### config.mk
export PLATFORM = sky130hd
export DESIGN_NAME = norm_shift_left_flat
export DESIGN_NICKNAME = d
export VERILOG_FILES = /design/src/rtl/fp_norm_pkg.sv /design/src/rtl/norm_shift_left_if.sv /design/src/rtl/norm_shift_left_stage.sv /design/src/rtl/norm_shift_left.sv /design/src/flat_wrapper.sv
export SDC_FILE = /design/constraint.sdc
export NUM_CORES = 1
export LEC_CHECK = 0
export BUFFER_PORTS_ARGS = -buffer_cell sky130_fd_sc_hd__buf_2
export CAP_MARGIN = 20
export CORE_UTILIZATION = 30
export CTS_BUF_LIST = sky130_fd_sc_hd__clkbuf_2
export CTS_CLUSTER_DIAMETER = 80
export CTS_CLUSTER_SIZE = 30
export DETAILED_ROUTE_END_ITERATION = 8
export PLACE_DENSITY = 0.59
export SLEW_MARGIN = 20
export SYNTH_ARGS = -nofsm -noshare
export SYNTH_HDL_FRONTEND = slang
export SYNTH_SLANG_ARGS = --single-unit
### constraint.sdc
create_clock -name clk -period 3.8 [get_ports clk]
set_clock_uncertainty 0.2 [all_clocks]
set_input_delay 0.76 -clock clk [delete_from_list [all_inputs] [get_ports clk]]
set_output_delay 0.76 -clock clk [all_outputs]
set_load 0.01 [all_outputs]
### src/rtl/fp_norm_pkg.sv
// Shared types and sizing helpers for the post-add normalizer.
package fp_norm_pkg;

   localparam int MANT_W_DEF = 24;
   localparam int EXP_W_DEF  = 8;

   typedef enum logic [1:0] {
      IDLE  = 2'd0,
      SHIFT = 2'd1,
      DONE  = 2'd2
   } norm_state_e;

   // Number of binary left-shift stages needed to cover a mantissa of this width.
   function automatic int nstage(input int mant_w);
      return $clog2(mant_w);
   endfunction

   // Width of the stage counter; at least one bit even for a single stage.
   function automatic int k_width(input int n);
      return (n > 1) ? $clog2(n) : 1;
   endfunction

endpackage

### src/rtl/norm_shift_left_if.sv
// Input and output handshake bundle of the normalizer.
interface norm_shift_left_if
   import fp_norm_pkg::*;
#(
   parameter int MANT_W = MANT_W_DEF,
   parameter int EXP_W  = EXP_W_DEF
);
   logic              in_valid;
   logic              in_ready;
   logic [MANT_W:0]   in;
   logic [EXP_W-1:0]  in_exp;

   logic              out_valid;
   logic              out_ready;
   logic [MANT_W-1:0] out;
   logic [EXP_W-1:0]  out_exp;
   logic              out_guard;
   logic              out_zero;
   logic              out_denorm;
   logic              out_ovf;

   modport master (
      output in_valid, in, in_exp, out_ready,
      input  in_ready, out_valid, out, out_exp,
             out_guard, out_zero, out_denorm, out_ovf
   );

   modport slave (
      input  in_valid, in, in_exp, out_ready,
      output in_ready, out_valid, out, out_exp,
             out_guard, out_zero, out_denorm, out_ovf
   );
endinterface

### src/rtl/norm_shift_left_stage.sv
// One left-shift stage of the leading-zero search. Always produces the shifted
// mantissa and reduced exponent; taken_o tells the caller whether to use them.
module norm_stage_left
   import fp_norm_pkg::*;
#(
   parameter int MANT_W = MANT_W_DEF,
   parameter int EXP_W  = EXP_W_DEF,
   parameter int K_W    = 3
) (
   input  logic [MANT_W-1:0] m_i,
   input  logic [EXP_W:0]    e_i,
   input  logic [K_W-1:0]    k_i,
   output logic [MANT_W-1:0] m_o,
   output logic [EXP_W:0]    e_o,
   output logic              taken_o
);

   logic [EXP_W:0]    s;
   logic [MANT_W-1:0] top_mask;

   // Shift by 2^k only if the top 2^k bits are clear and the exponent stays >= 1.
   always_comb begin
      s        = (EXP_W+1)'(1) << k_i;
      top_mask = ~({MANT_W{1'b1}} >> s);
      m_o      = m_i << s;
      e_o      = e_i - s;
      taken_o  = ((m_i & top_mask) == '0) && (e_i > s);
   end

endmodule

### src/rtl/norm_shift_left.sv
// Post-add normalizer: carry right-shift or iterative 16/8/4/2/1 left-shift
// with exponent clamp, between the adder and the rounding stage.
//
// state | meaning
// ------+---------------------------------------------------------------
// IDLE  | in_ready=1, waiting for a raw sum
// SHIFT | one leading-zero stage per cycle, k counts down to 0
// DONE  | out_valid=1, result held until out_ready
module norm_shift_left
   import fp_norm_pkg::*;
#(
   parameter int MANT_W = MANT_W_DEF,
   parameter int EXP_W  = EXP_W_DEF
) (
   input  logic              clk,
   input  logic              rst,
   norm_shift_left_if.slave  bus
);

   localparam int NSTAGE = nstage(MANT_W);
   localparam int K_W    = k_width(NSTAGE);
   localparam logic [EXP_W:0] EXP_MAX = {1'b0, {EXP_W{1'b1}}};

   norm_state_e       state_q, state_d;
   logic [K_W-1:0]    k_q, k_d;
   logic [MANT_W-1:0] m_q, m_d;
   logic [EXP_W:0]    e_q, e_d;
   logic [MANT_W-1:0] out_q, out_d;
   logic [EXP_W-1:0]  out_exp_q, out_exp_d;
   logic              guard_q, guard_d;
   logic              zero_q, zero_d;
   logic              denorm_q, denorm_d;
   logic              ovf_q, ovf_d;

   logic [MANT_W-1:0] stg_m;
   logic [EXP_W:0]    stg_e;
   logic              stg_taken;
   logic [MANT_W-1:0] shf_m;
   logic [EXP_W:0]    shf_e;
   logic [EXP_W:0]    e_in;
   logic [EXP_W:0]    e_inc;

   norm_stage_left #(
      .MANT_W (MANT_W),
      .EXP_W  (EXP_W),
      .K_W    (K_W)
   ) u_stage (
      .m_i     (m_q),
      .e_i     (e_q),
      .k_i     (k_q),
      .m_o     (stg_m),
      .e_o     (stg_e),
      .taken_o (stg_taken)
   );

   // State register and result registers; reset discards any in-flight result.
   always_ff @(posedge clk) begin
      if (rst) begin
         state_q   <= IDLE;
         k_q       <= '0;
         m_q       <= '0;
         e_q       <= '0;
         out_q     <= '0;
         out_exp_q <= '0;
         guard_q   <= 1'b0;
         zero_q    <= 1'b0;
         denorm_q  <= 1'b0;
         ovf_q     <= 1'b0;
      end else begin
         state_q   <= state_d;
         k_q       <= k_d;
         m_q       <= m_d;
         e_q       <= e_d;
         out_q     <= out_d;
         out_exp_q <= out_exp_d;
         guard_q   <= guard_d;
         zero_q    <= zero_d;
         denorm_q  <= denorm_d;
         ovf_q     <= ovf_d;
      end
   end

   // Next-state and datapath: classify on accept, step the shifter, finalize.
   always_comb begin
      state_d   = state_q;
      k_d       = k_q;
      m_d       = m_q;
      e_d       = e_q;
      out_d     = out_q;
      out_exp_d = out_exp_q;
      guard_d   = guard_q;
      zero_d    = zero_q;
      denorm_d  = denorm_q;
      ovf_d     = ovf_q;

      // Exponent 0 still allows shifting down to 1 before going subnormal.
      e_in  = (bus.in_exp == '0) ? (EXP_W+1)'(1) : {1'b0, bus.in_exp};
      e_inc = e_in + (EXP_W+1)'(1);
      shf_m = stg_taken ? stg_m : m_q;
      shf_e = stg_taken ? stg_e : e_q;

      case (state_q)
         IDLE: begin
            if (bus.in_valid) begin
               out_d     = '0;
               out_exp_d = '0;
               guard_d   = 1'b0;
               zero_d    = 1'b0;
               denorm_d  = 1'b0;
               ovf_d     = 1'b0;
               if (bus.in[MANT_W]) begin
                  m_d     = bus.in[MANT_W:1];
                  e_d     = e_inc;
                  out_d   = bus.in[MANT_W:1];
                  guard_d = bus.in[0];
                  if (e_inc >= EXP_MAX) begin
                     ovf_d     = 1'b1;
                     out_exp_d = EXP_MAX[EXP_W-1:0];
                  end else begin
                     out_exp_d = e_inc[EXP_W-1:0];
                  end
                  state_d = DONE;
               end else if (bus.in[MANT_W-1:0] == '0) begin
                  m_d     = '0;
                  e_d     = '0;
                  zero_d  = 1'b1;
                  state_d = DONE;
               end else begin
                  m_d     = bus.in[MANT_W-1:0];
                  e_d     = e_in;
                  k_d     = K_W'(NSTAGE - 1);
                  state_d = SHIFT;
               end
            end
         end

         SHIFT: begin
            m_d = shf_m;
            e_d = shf_e;
            if (k_q == '0) begin
               out_d = shf_m;
               if (shf_m[MANT_W-1]) begin
                  out_exp_d = shf_e[EXP_W-1:0];
               end else begin
                  out_exp_d = '0;
                  denorm_d  = 1'b1;
               end
               state_d = DONE;
            end else begin
               k_d = k_q - K_W'(1);
            end
         end

         DONE: begin
            if (bus.out_ready) begin
               state_d = IDLE;
            end
         end

         default: begin
            state_d = IDLE;
         end
      endcase
   end

   assign bus.in_ready   = (state_q == IDLE);
   assign bus.out_valid  = (state_q == DONE);
   assign bus.out        = out_q;
   assign bus.out_exp    = out_exp_q;
   assign bus.out_guard  = guard_q;
   assign bus.out_zero   = zero_q;
   assign bus.out_denorm = denorm_q;
   assign bus.out_ovf    = ovf_q;

endmodule

### src/flat_wrapper.sv
// flat-port wrapper written by rule: the top's interface ports become plain ports
module norm_shift_left_flat import fp_norm_pkg::*;
#(
   parameter int MANT_W = MANT_W_DEF,
   parameter int EXP_W  = EXP_W_DEF
)
  (clk, rst, bus_in_valid, bus_in, bus_in_exp, bus_out_ready, bus_in_ready, bus_out_valid, bus_out, bus_out_exp, bus_out_guard, bus_out_zero, bus_out_denorm, bus_out_ovf);
  norm_shift_left_if #(.MANT_W(MANT_W), .EXP_W(EXP_W)) bus_i ();
  input  logic clk;
  input  logic rst;
  input wire logic [$bits(bus_i.in_valid)-1:0] bus_in_valid;
  input wire logic [$bits(bus_i.in)-1:0] bus_in;
  input wire logic [$bits(bus_i.in_exp)-1:0] bus_in_exp;
  input wire logic [$bits(bus_i.out_ready)-1:0] bus_out_ready;
  output wire logic [$bits(bus_i.in_ready)-1:0] bus_in_ready;
  output wire logic [$bits(bus_i.out_valid)-1:0] bus_out_valid;
  output wire logic [$bits(bus_i.out)-1:0] bus_out;
  output wire logic [$bits(bus_i.out_exp)-1:0] bus_out_exp;
  output wire logic [$bits(bus_i.out_guard)-1:0] bus_out_guard;
  output wire logic [$bits(bus_i.out_zero)-1:0] bus_out_zero;
  output wire logic [$bits(bus_i.out_denorm)-1:0] bus_out_denorm;
  output wire logic [$bits(bus_i.out_ovf)-1:0] bus_out_ovf;
  assign bus_i.in_valid = bus_in_valid;
  assign bus_i.in = bus_in;
  assign bus_i.in_exp = bus_in_exp;
  assign bus_i.out_ready = bus_out_ready;
  assign bus_in_ready = bus_i.in_ready;
  assign bus_out_valid = bus_i.out_valid;
  assign bus_out = bus_i.out;
  assign bus_out_exp = bus_i.out_exp;
  assign bus_out_guard = bus_i.out_guard;
  assign bus_out_zero = bus_i.out_zero;
  assign bus_out_denorm = bus_i.out_denorm;
  assign bus_out_ovf = bus_i.out_ovf;
  norm_shift_left #(.MANT_W(MANT_W), .EXP_W(EXP_W)) u_core (.clk(clk), .rst(rst), .bus(bus_i));
endmodule
==> summary.md <==
| Metric | Value |
|---|---|
| Core Util, Final | 0.356 |
| Die Area | ~0.020 mm² |
| RSZ-0062 raised after global routing | true |
| Syn Nets | ~860 |
| H-tree level count | 3 |
| Crit path buffers/inverters | 2 |
| Yosys warns | 0 |
| Initial DRC count | 769 |
| DR pass1 iterations | 8 |
| Worst flop-to-flop path startpoint | u_core.k_q[1] |
| Worst-path cell chain | inv_1, ha_1, nor2b_2, inv_1, ha_1, nor2b_1, o31a_1, or3_1, a31o_2, nand2_1, a211oi_1, o31a_1, a211oi_2 |
| MaxCap Viol Count | 0 |
| WL/cell | roughly 21 µm |
| Highest fanout seen on the critical path | 12 |
| Yosys reg bits | 74 |
| Pre-CTS worst setup slack | about 0.13 ns |
| Worst hold start | u_core.bus.out_guard |
| FP Rows | 51 |
| Clk buf depth | 2 |
| Number of remaining DRC errors | 0 |
| P_leak | ~2.7 nW |
| Min cycle time layout | 3.64 ns |
| PwrDens | approximately 400 mW/mm² |
| CTS tree | done |
| Nets@finish | around 900 |
| CP endpoint kind | flip-flop |
| Placer Congestion | about 1.0 |
| Initial Utilization | 0.305 |
| Top_reg_cell synth | dfxtp_1 |
| Post-synth top area share | 0.250 |
| Post-Syn Instances | 808 |
| Mapped Area | 0.00592 mm² |
| Tightest Pin Transition | 0.969 ns |
| Min-Delay Path Class | reg2reg |
| Syn-to-layout area delta | 16.7% |
| Clock sinks | 74 |
| Worst Path Required | just over 4 ns |
| Rel. slew slack | 0.352 |
| Netlist cell types | 73 |
| Total power | around 2.8 mW |
| Number of flops mapped to enable cells by yosys | 0 |
| Pin count of the biggest net entering global routing | 40 |
| Tcrit/Tclk final | 0.957 |
| Endpoints failing hold | 0 |
| Root Buffer | clkbuf_2 |
| R2R setup slack | between 0.15 and 0.2 ns |
| Seq/Total Area, Yosys | 0.250 |
| DPL Wire Length | 17100 µm |
| Core box area | 0.0194 mm² |
| Total grt overflow | 0 |
| R2r endpoint | u_core.bus.out[13] |
| Crit start category | flip-flop |
| Synth Area per Inst | between 7 and 8 µm² |
| Via count | 6964 |
| IO Pins | 75 |
| Layout cells sized above 1 | 0.201 |
| Initial antenna violation count | 1 |
| Fin cells | 1143 |
| Placed cells | between 1000 and 1500 |
| Hold Path Sink | u_core.bus.out_guard |
| Min-Delay Path Depth | 2 |
| IO Port Bufs | 74 |
| Ys async rst share | 0 |
| Setup ws final | 0.163 ns |
| Setup TNS | 0 ns |
| Die Y | about 140 µm |
| Die width | 143 µm |
| Crit path DAT | approximately 4 ns |
| Cell depth of the worst flop-to-flop path | 13 |
| Area leader, netlist | dfxtp_1 |
| Clock buffers created by TritonCTS | 9 |
| Clock Latency Late Sink | around 0.57 ns |
| Synth top area cells | dfxtp_1, a21oi_1, a211oi_1 |
| Antenna-violating nets left | 0 |
| Total wire length | approximately 24000 µm |
| Hold-fix buffers, CTS | 0 |
| WS Path Type | reg2reg |
| Outcome | completed |
| Delay-heaviest family, CP | compound AO/OA/AOI/OAI gates |
| Crit path max-delay cell type | dfxtp_2 |
| Most common cell after layout, fill and taps aside | nor2_1 |
| Most frequent cells in the layout | nor2_1, a21oi_1, buf_2 |
| Peak VDD IR | 0.000243 V |
| Reg clk slew, reported paths | between 0.2 and 0.3 ns |
| Maximum clock frequency | 275 MHz |
| Total track usage | 0.233 |
| # setup viols final | 0 |
| Drt via density | 6.09 |
| Pins Over Slew Limit | 0 |
| Global-route wire length before repair | between 30000 and 40000 µm |
| Number of global-route vias before repair | approximately 6200 |
| Slowest stage delay, CP | around 0.40 ns |
==> layer usage <==
layer | share of wire | vias to the layer above | GRT usage
li1 | - | 3197 | -
met1 | 0.45 | 3337 | 0.346
met2 | 0.44 | 382 | 0.345
met3 | 0.086 | 48 | 0.0232
met4 | 0.025 | 0 | 0.0787
met5 | 0 | - | 0
==> stage by stage <==
stage	hold WS (ns)	instance area, µm²
CTS	0.242	6800
detailed placement	0.244	6660
global route	0.249	6910
global placement	0.244	6660
finish	0.266	6910
floorplan	0.276	5940
==> worst min-delay path, cell delays in order (launching register included) <==
cell and delay [ns]:
dfxtp_1 0.36, nand2_1 0.05, a21oi_1 0.05
==> sequential cells by signal, summed over array words and instances (netlist names) <==
register               count
u_core.bus.out            24
u_core.bus.out_denorm      1
u_core.bus.out_exp         8
u_core.bus.out_guard       1
u_core.bus.out_ovf         1
u_core.bus.out_zero        1
u_core.e_q                 9
u_core.k_q                 3
u_core.m_q                24
u_core.state_q             2
==> synth_stat cells (4+ instances only) <==
| master | count |
|---|---|
| or4_1 | 4 |
| mux2_1 | 5 |
| buf_1 | 6 |
| o31ai_1 | 4 |
| nand2b_1 | 7 |
| nor2_1 | 102 |
| a211o_1 | 4 |
| o22ai_1 | 11 |
| a21oi_1 | 92 |
| inv_1 | 14 |
| a221oi_1 | 7 |
| or2_2 | 4 |
| ha_1 | 13 |
| a21o_1 | 4 |
| xnor2_1 | 9 |
| or3_1 | 5 |
| mux2i_1 | 20 |
| o211ai_1 | 6 |
| nand2_1 | 63 |
| a32o_1 | 5 |
| buf_2 | 12 |
| o221ai_1 | 9 |
| or3b_2 | 5 |
| nor4_1 | 9 |
| o21ai_0 | 33 |
| a221o_1 | 6 |
| a211oi_1 | 51 |
| a32oi_1 | 7 |
| a311oi_1 | 6 |
| mux2_2 | 5 |
| a31oi_1 | 7 |
| dfxtp_1 | 74 |
| nand3_1 | 17 |
| nand4_1 | 10 |
| nor3_1 | 22 |
| clkbuf_1 | 49 |
| nor2b_1 | 15 |
| o21a_1 | 8 |
| o21ai_1 | 9 |
| a22oi_1 | 17 |
==> cell type report <==
cell class | count | area [µm²]
Inverter | 15 | 56.3
Clock buffer | 9 | 45.0
Tap cell | 265 | 332
Timing Repair Buffer | 122 | 763
Clock inverter | 7 | 93.8
Fill cell | 2132 | 12500
Sequential cell | 74 | 1490
Multi-Input combinational cell | 650 | 4140
Antenna cell | 1 | 2.50
==> where the power goes <==
part	switching (mW)	internal (mW)
registers	0.121	0.861
clock network	0.316	0.217
logic	0.750	0.504
total	1.19	1.58
==> timing repair <==
action | 4_1_cts | 5_1_grt
setup endpoints to repair | 0 | 39
gates resized for setup | 0 | 6
hold endpoints to repair | 0 | 0
buffers inserted | 0 | 10
==> worst max path at each step <==
stage / startpoint / end / slack (ns) / cells past startpoint
finish: u_core.k_q[1] / u_core.bus.out[13] / 0.16 / 13
global route: u_core.k_q[1] / u_core.e_q[0] / -0.02 / 14
CTS: u_core.k_q[0] / u_core.bus.out[19] / 0.04 / 13
detailed placement: u_core.k_q[0] / u_core.bus.out[19] / 0.13 / 13
global placement: u_core.k_q[0] / u_core.m_q[19] / 0.15 / 13
floorplan: u_core.k_q[1] / u_core.bus.out[12] / 0.001 / 16
==> logic make-up after synthesis <==
logic type               count (synthesis)  synth area share
XOR/XNOR                                11            0.0163
buffers and inverters                   85            0.0602
multiplexers                            31            0.0566
AO/OA/AOI/OAI                          311             0.356
AND/OR/NAND/NOR                        281             0.229
flip-flops                              74             0.250
adder cells (fa/ha/maj)                 15            0.0325
(Power assumes the default switching activity.)
